$ cat src/rtl/bk_sd_pkg.sv
// Shared types and constants for the backup-RAM SD sequencer.
package bk_sd_pkg;

  localparam int unsigned SECTORS_DEF = 128;
  localparam int unsigned LBA_W       = 32;

  typedef enum logic [1:0] {
    BK_IDLE,
    BK_REQ,
    BK_WAIT
  } bk_state_e;

  // Index of the final sector in a transfer window of the given size.
  function automatic logic [6:0] last_sector(input int unsigned sectors);
    logic [31:0] s;
    s = sectors - 32'd1;
    return s[6:0];
  endfunction

endpackage

$ cat src/rtl/bk_edge_det.sv
// Registered rise/fall detector, one bit lane per input, synchronous active-high reset.
module bk_edge_det #(
  parameter int unsigned Width = 1
) (
  input  logic             clk_i,
  input  logic             rst_i,
  input  logic [Width-1:0] d_i,
  output logic [Width-1:0] rise_o,
  output logic [Width-1:0] fall_o
);

  logic [Width-1:0] prev_q;

  always_ff @(posedge clk_i) begin
    if (rst_i) begin
      prev_q <= '0;
    end else begin
      prev_q <= d_i;
    end
  end

  assign rise_o = d_i & ~prev_q;
  assign fall_o = ~d_i & prev_q;

endmodule

$ cat src/rtl/bk_sd_sequencer.sv
// Backup-RAM save/load sequencer over the hps_io SD sector handshake.
// Optional watchdog abort enabled by defining BK_SD_TIMEOUT_EN.
module bk_sd_sequencer
  import bk_sd_pkg::*;
#(
  parameter int unsigned SECTORS     = SECTORS_DEF,
  parameter int unsigned TIMEOUT_CYC = 50000000
) (
  input  logic             clk_sys_i,
  input  logic             reset_i,
  input  logic             downloading_i,
  input  logic             img_mounted_i,
  input  logic             img_readonly_i,
  input  logic             img_size_nz_i,
  input  logic             load_req_i,
  input  logic             save_req_i,
  input  logic             autosave_en_i,
  input  logic             osd_status_i,
  input  logic             bram_change_i,
  input  logic             sd_ack_i,
  output logic [LBA_W-1:0] sd_lba_o,
  output logic             sd_rd_o,
  output logic             sd_wr_o,
  output logic             bk_ena_o,
  output logic             loading_o,
  output logic             busy_o,
  output logic             sav_pending_o,
  output logic             err_o
);

  localparam logic [6:0] LastLba = last_sector(SECTORS);

  bk_state_e  state_q, state_d;
  logic [6:0] lba_q, lba_d;
  logic       rd_q, rd_d, wr_q, wr_d;
  logic       loading_q, loading_d, busy_q, busy_d;
  // Not reset: these survive a core reset and only power up cleared.
  logic       bk_ena_q = 1'b0;
  logic       sav_pending_q = 1'b0;
  logic       bk_ena_d, sav_pending_d;

  logic       auto_term;
  logic [4:0] edge_rise, edge_fall;
  logic       ack_rise, ack_fall;
  logic       trig_auto, trig_load, trig_save, start_load, start, save_start;

  assign auto_term = sav_pending_q & osd_status_i & autosave_en_i;

  bk_edge_det #(
    .Width(5)
  ) u_edge (
    .clk_i (clk_sys_i),
    .rst_i (reset_i),
    .d_i   ({downloading_i, load_req_i, save_req_i, sd_ack_i, auto_term}),
    .rise_o(edge_rise),
    .fall_o(edge_fall)
  );

  assign ack_rise   = edge_rise[1];
  assign ack_fall   = edge_fall[1];
  assign trig_auto  = bk_ena_q & edge_fall[4] & img_size_nz_i;
  assign trig_load  = bk_ena_q & edge_rise[3];
  assign trig_save  = bk_ena_q & (edge_rise[2] | edge_rise[0]);
  assign start_load = trig_auto | trig_load;
  assign start      = start_load | trig_save;

`ifdef BK_SD_TIMEOUT_EN
  localparam int unsigned CntW = $clog2(TIMEOUT_CYC + 1);
  logic [CntW-1:0] cnt_q, cnt_d;
  logic            err_q, err_d;
  logic            timeout;

  // Any ack edge counts as progress and restarts the watchdog.
  assign timeout = (state_q != BK_IDLE) && !(ack_rise || ack_fall) &&
                   (cnt_q == CntW'(TIMEOUT_CYC - 1));
`endif

  always_comb begin
    state_d    = state_q;
    lba_d      = lba_q;
    rd_d       = rd_q;
    wr_d       = wr_q;
    loading_d  = loading_q;
    busy_d     = busy_q;
    save_start = 1'b0;
    unique case (state_q)
      BK_IDLE: begin
        if (start) begin
          state_d    = BK_REQ;
          lba_d      = '0;
          loading_d  = start_load;
          rd_d       = start_load;
          wr_d       = ~start_load;
          busy_d     = 1'b1;
          save_start = ~start_load;
        end
      end
      BK_REQ: begin
        if (ack_rise) begin
          rd_d    = 1'b0;
          wr_d    = 1'b0;
          state_d = BK_WAIT;
        end
      end
      BK_WAIT: begin
        if (ack_fall) begin
          if (lba_q == LastLba) begin
            state_d   = BK_IDLE;
            loading_d = 1'b0;
            busy_d    = 1'b0;
          end else begin
            lba_d   = lba_q + 7'd1;
            rd_d    = loading_q;
            wr_d    = ~loading_q;
            state_d = BK_REQ;
          end
        end
      end
      default: state_d = BK_IDLE;
    endcase
`ifdef BK_SD_TIMEOUT_EN
    if (timeout) begin
      state_d   = BK_IDLE;
      rd_d      = 1'b0;
      wr_d      = 1'b0;
      loading_d = 1'b0;
      busy_d    = 1'b0;
    end
`endif
  end

  always_comb begin
    bk_ena_d = bk_ena_q;
    if (edge_rise[4]) bk_ena_d = 1'b0;
    if (downloading_i && img_mounted_i && !img_readonly_i) bk_ena_d = 1'b1;

    sav_pending_d = sav_pending_q;
    if (save_start) sav_pending_d = 1'b0;
    if (bram_change_i && !osd_status_i) sav_pending_d = 1'b1;
  end

  always_ff @(posedge clk_sys_i) begin
    if (reset_i) begin
      state_q   <= BK_IDLE;
      lba_q     <= '0;
      rd_q      <= 1'b0;
      wr_q      <= 1'b0;
      loading_q <= 1'b0;
      busy_q    <= 1'b0;
    end else begin
      state_q       <= state_d;
      lba_q         <= lba_d;
      rd_q          <= rd_d;
      wr_q          <= wr_d;
      loading_q     <= loading_d;
      busy_q        <= busy_d;
      bk_ena_q      <= bk_ena_d;
      sav_pending_q <= sav_pending_d;
    end
  end

`ifdef BK_SD_TIMEOUT_EN
  always_comb begin
    err_d = err_q;
    cnt_d = '0;
    if (state_q != BK_IDLE && !(ack_rise || ack_fall)) cnt_d = cnt_q + 1'b1;
    if (state_q == BK_IDLE && start) err_d = 1'b0;
    if (timeout) err_d = 1'b1;
  end

  always_ff @(posedge clk_sys_i) begin
    if (reset_i) begin
      cnt_q <= '0;
      err_q <= 1'b0;
    end else begin
      cnt_q <= cnt_d;
      err_q <= err_d;
    end
  end

  assign err_o = err_q;
`else
  logic unused_timeout_cfg;
  assign unused_timeout_cfg = ^TIMEOUT_CYC;
  assign err_o = 1'b0;
`endif

  assign sd_lba_o      = {{(LBA_W - 7){1'b0}}, lba_q};
  assign sd_rd_o       = rd_q;
  assign sd_wr_o       = wr_q;
  assign bk_ena_o      = bk_ena_q;
  assign loading_o     = loading_q;
  assign busy_o        = busy_q;
  assign sav_pending_o = sav_pending_q;

endmodule

$ cat config.mk
export PLATFORM = sky130hd
export DESIGN_NAME = bk_sd_sequencer
export DESIGN_NICKNAME = d
export VERILOG_FILES = /design/src/rtl/bk_sd_pkg.sv /design/src/rtl/bk_edge_det.sv /design/src/rtl/bk_sd_sequencer.sv
export SDC_FILE = /design/constraint.sdc
export NUM_CORES = 1
export LEC_CHECK = 0
export BUFFER_PORTS_ARGS = -buffer_cell sky130_fd_sc_hd__buf_2
export CORE_UTILIZATION = 43
export DETAILED_ROUTE_END_ITERATION = 6
export GPL_ROUTABILITY_DRIVEN = 0
export PLACE_DENSITY = 0.81
export SYNTH_ARGS = -nofsm -noshare
export SYNTH_HDL_FRONTEND = slang
export SYNTH_SLANG_ARGS = --single-unit
$ cat constraint.sdc
create_clock -name clk_sys_i -period 1.5 [get_ports clk_sys_i]
set_input_delay 0.15 -clock clk_sys_i [delete_from_list [all_inputs] [get_ports clk_sys_i]]
set_output_delay 0.15 -clock clk_sys_i [all_outputs]
set_load 0.005 [all_outputs]
After elaboration in Yosys (flattened, before gate mapping) --
Index checks and enable logic that the tools add are counted.
Operators by class: magnitude comparators 0, shift operators 0, $add $sub $neg 1, div/mod/pow operators 0, $mul 0, bitwise logic cells 16, reductions and logical operators 16, mux-type cells 27, equality and inequality tests 8
Operators by type and width (number):
- $mux W7 | 3
- $mux W1 | 15
- $pmux W7 S2 | 1
- $and A5 B5 Y5 | 2
- $ne A2 B2 Y1 const B | 5
- $not A5 Y5 | 2
- $reduce_and A4 Y1 | 2
- $add A7 B1 Y7 const B | 1
- $eq A7 B7 Y1 const B | 1
- $and A1 B1 Y1 | 6
- $mux W2 | 3
- $pmux W1 S3 | 2
- $pmux W2 S3 | 1
- $reduce_bool A2 Y1 | 3
- $reduce_and A5 Y1 | 1
- $pmux W1 S2 | 2
- $reduce_and A2 Y1 | 2
- $logic_and A1 B1 Y1 | 3
- $not A1 Y1 | 3
- $or A1 B1 Y1 | 3
- $reduce_and A3 Y1 | 1
- $reduce_bool A3 Y1 | 1
- $eq A2 B1 Y1 const B | 1
- $eq A2 B2 Y1 const B | 1
- other kinds (2) | 3
Word-level totals: memories 0, RAM bits 0, input bits 12, bits in read-only memories 0, logic and storage cells 77, output and inout port bits 39, latch bits 0, register bits 20

Longest topological paths before layout --
word-level depth 12, gate-level depth with buffers 8, gate-level depth less buffers 7

Modules after synthesis --
Synthesis repeated with hierarchy kept, for this count alone.
Second synthesis, totals: cell total of the unflattened synthesis 162, area, all modules 1370.1 sq um
By module, submodules not included:
- bk_sd_sequencer | seq. area each 320.3 sq um, instances 1, cells each 142, area an instance 1176.1 sq um
- bk_edge_det | seq. area each 100.1 sq um, instances 1, cells each 20, area an instance 193.9 sq um

Least setup slack after synthesis --
No wires, ideal clock.
path type register to register, start point register state_q[0], end point register state_q[0], arrival 1.542 ns, setup slack -0.170 ns, buffers on the path 0, cell stages (with the launch flop) 8, setup time 0.128 ns, period minus slack after synthesis 1.670 ns, data required time 1.372 ns, cell sequence dfxtp_1 > inv_1 > ha_1 > inv_2 > or3_4 > o211ai_4 > mux2i_1 > nor2_1
Between the ends: word-level cells in the longest chain between the ends 3, elaborated cells between the ends (all ways) 8, those cells by class eq/ne: 5; mux: 1; reduce/logical: 2
Ends and longest elaborated chain:
- start: declaration | line bk_sd_sequencer.sv:33 | bk_state_e state_q, state_d;
- start signal: assignment | line bk_sd_sequencer.sv:151 | state_q <= state_d;
- $eq A2 B2 Y1, or another cell as far along | line bk_sd_sequencer.sv:86 | unique case (state_q)
- $ne A2 B2 Y1 (no line)
- $reduce_and A3 Y1 (no line)
Parallel ways exist; a longest one is shown, timed or not. A chain may end at the register's enable or synchronous reset.

Worst setup path after layout --
start point register state_q[1], end point register state_q[0]
The elaborated chain is that of the path after synthesis.

==> qor.csv <==
metric,value,unit
status,"finished, violations left",
violated checks,negative setup slack,
Hold Path Origin,load_req_i,
cts hold-fix bufs,0,
leakage,0.000740,uW
Bufs on Longest Clock Path,2,
sequential fraction of the synthesis area,0.339,
worst reg2reg startpoint,state_q[1],
Area after DPL,1450,um2
fin crit period,1620,ps
critical path peak fanout,6,
1st-pass router iterations,4,
layout net count,205,
total gr overflow,0,
Root Buffer,clkbuf_4,
std cell rows,19,
Compound-Gate Fraction of Synth Area,0.226,
Syn. warnings,0,
Post-Syn Instances,143,
final setup fails,13,
Setup Slack @ Placement,-136,ps
main combinational cell family by area after synthesis,compound AO/OA/AOI/OAI gates,
post-route ant nets,0,
CTS tree,built,
io pins,51,
Worst VDD drop,0.825,mV
XOR/XNOR Fraction of Synth Area,0,
GRT Resource Usage Total,0.185,
"Primary FF master, synth",dfxtp_1,
worst reg2reg path depth,7,
final instance area,1650,um2
Initial Util,0.454,
clock slew at reported path FFs,110,ps
Post-Synth Simple-Gate Area,0.161,
# DRC,0,
Antenna diodes,0,
Core ar.,2730,um2
fin. max-slew vios,0,
"Worst Path Class, Setup",flip-flop to flip-flop,
reg2reg setup slack,-120,ps
RSZ-0062 raised after global routing,yes,
FMAX,0.618,GHz
die height,55.7,um
WL final,2800,um
share of cells above drive strength 1,0.452,
post-synth top area cell,dfxtp_1,
via count,1119,
DP HPWL,2000,um
vias in the first global route,964,
die width,55.7,um
worst r2r dst,state_q[0],
post-synth top area share,0.290,
Seq cells post-synth,20,
synth-to-layout area growth,33.0,%
I/O Buffers,24,
clk_lat worst skew,310,ps
skew final,3.79,ps
first-pass GRT wire length,4380,um
startpoint types,flip-flop,
ys async rst share,0,
Final Hold Fails,0,
fin crit share,1.08,
fin worst setup slack,-119,ps
pwr/cell area,1010,nW/um2
Hold Crit Depth,2,
initial antenna violation count,0,
Sink Count,20,
synthesized area,1240,um2
Iter 0 DRT Violations,19,
critical path arrival,1830,ps
mux cell area share after synthesis,0.0161,
maximum capacitance violations,0,
vias per cell,5.16,
hold endpoint,u_edge.prev_q[3],
die area,3110,um2
Syn Area/Cell,8.68,um2
CP endpoint kind,flip-flop,
clock buffer count from CTS,3,
Post-synth EDFFs,2,
post-synthesis adder-cell area fraction,0.0605,
min-delay worst type,primary input to flip-flop,
synth top area cells,"dfxtp_1 (29%), buf_4 (16%), ha_1 (6.0%), edfxtp_1 (4.8%), nor2_1 (3.6%)",
CP required,1710,ps
Avg WL per Cell,12.9,um
largest net degree at the start of global routing,12,
Yosys cell types,44,
H-tree levels,1,
[worst max path at each step]
stage	from	to
finish	state_q[1]	state_q[0]
global route	state_q[1]	lba_q[0]
CTS	state_q[1]	state_q[0]
detailed placement	state_q[1]	lba_q[1]
global placement	state_q[1]	state_q[0]
floorplan	state_q[1]	state_q[0]
[metal layers]
layer	share of wire	GRT usage	routed length [um]
met2	0.44	0.284	1250
met5	0	0	0
met4	0.028	0.104	78
met1	0.45	0.232	1270
met3	0.072	0.0535	201
[layout make-up]
| cell class | count | area (um2) |
|---|---|---|
| sequential | 20 | 425 |
| clock buffer | 4 | 36.3 |
| inverter | 9 | 36.3 |
| fill | 216 | 1080 |
| timing repair buffer | 43 | 267 |
| multi-input combinational | 110 | 847 |
| tap | 31 | 38.8 |
[cells in the final DEF (no fill, tap or decap), types with 2 or more instances in the layout]
cell type and instances:
nand3_1 2, dfxtp_1 14, edfxtp_1 2, inv_1 5, nor2_1 11, ha_2 2, nor2b_1 4, a21oi_1 2
mux2i_1 2, o21ai_2 2, nand3_2 2, or3_4 2, a21oi_2 2, clkbuf_4 3, conb_1 26, inv_2 2
a31oi_1 2, nand2_1 8, ha_1 3, o21ai_1 4, buf_2 24, o21ai_4 2, buf_4 18, dfxtp_2 4
o21ai_0 2, o311ai_2 4, o41ai_2 3
[cells by family (layout without fill, tap and decap cells)]
family | Yosys count | count (layout)
AND/OR/NAND/NOR | 40 | 40
buffers and inverters | 38 | 56
AO/OA/AOI/OAI | 36 | 36
flip-flops | 20 | 20
adder cells (fa/ha/maj) | 6 | 6
multiplexers | 2 | 2
other | 1 | 26
[metrics by stage]
| step | utilization | total power, uW | setup TNS [ps] | hold slack, ps | cells |
|---|---|---|---|---|---|
| floorplan | - | 1080 | -220 | 278 | 168 |
| global route | 0.604 | 1760 | -1760 | 80.6 | 217 |
| detailed placement | 0.530 | 1230 | -1090 | 383 | 210 |
| CTS | 0.578 | 1620 | -685 | 56.9 | 216 |
| global placement | 0.530 | 1220 | -743 | 374 | 210 |
| finish | 0.604 | 1660 | -1020 | 62.2 | 217 |
[registers in the layout (all words and copies together) (netlist names)]
name / count
busy_o: 1
sav_pending_o: 1
loading_o: 1
state_q: 2
u_edge.prev_q: 5
sd_rd_o: 1
sd_wr_o: 1
bk_ena_o: 1
lba_q: 7
[Yosys cell counts (2+ instances only)]
library cell,n
buf_4,26
dfxtp_1,18
nor2_1,12
nand2_1,10
o21ai_0,8
inv_1,7
ha_1,6
nand3_1,5
a21oi_1,4
nor2b_1,4
o311ai_0,4
o41ai_1,3
a31oi_1,2
edfxtp_1,2
mux2i_1,2
or3_4,2
[critical path, cell delays in order (launching register included)]
cell and delay, ps:
dfxtp_2 350, inv_2 80, ha_4 140, inv_4 40
or3_4 370, o211ai_4 260, mux2i_1 220, nor2_1 50
[what timing repair did]
action / 4_1_cts / 5_1_grt
pin swaps: 11 / 6
resized for setup: 20 / 13
setup buffers: 2 / 1
endpoints found under the setup margin: 13 / 14
[power by group]
group | internal (uW) | switching, uW | total [uW]
Combinational | 322 | 405 | 728
Sequential | 586 | 27.7 | 613
Clock | 148 | 170 | 318
Total | 1060 | 603 | 1660
No activity file was read; power rests on OpenSTA's default activity.
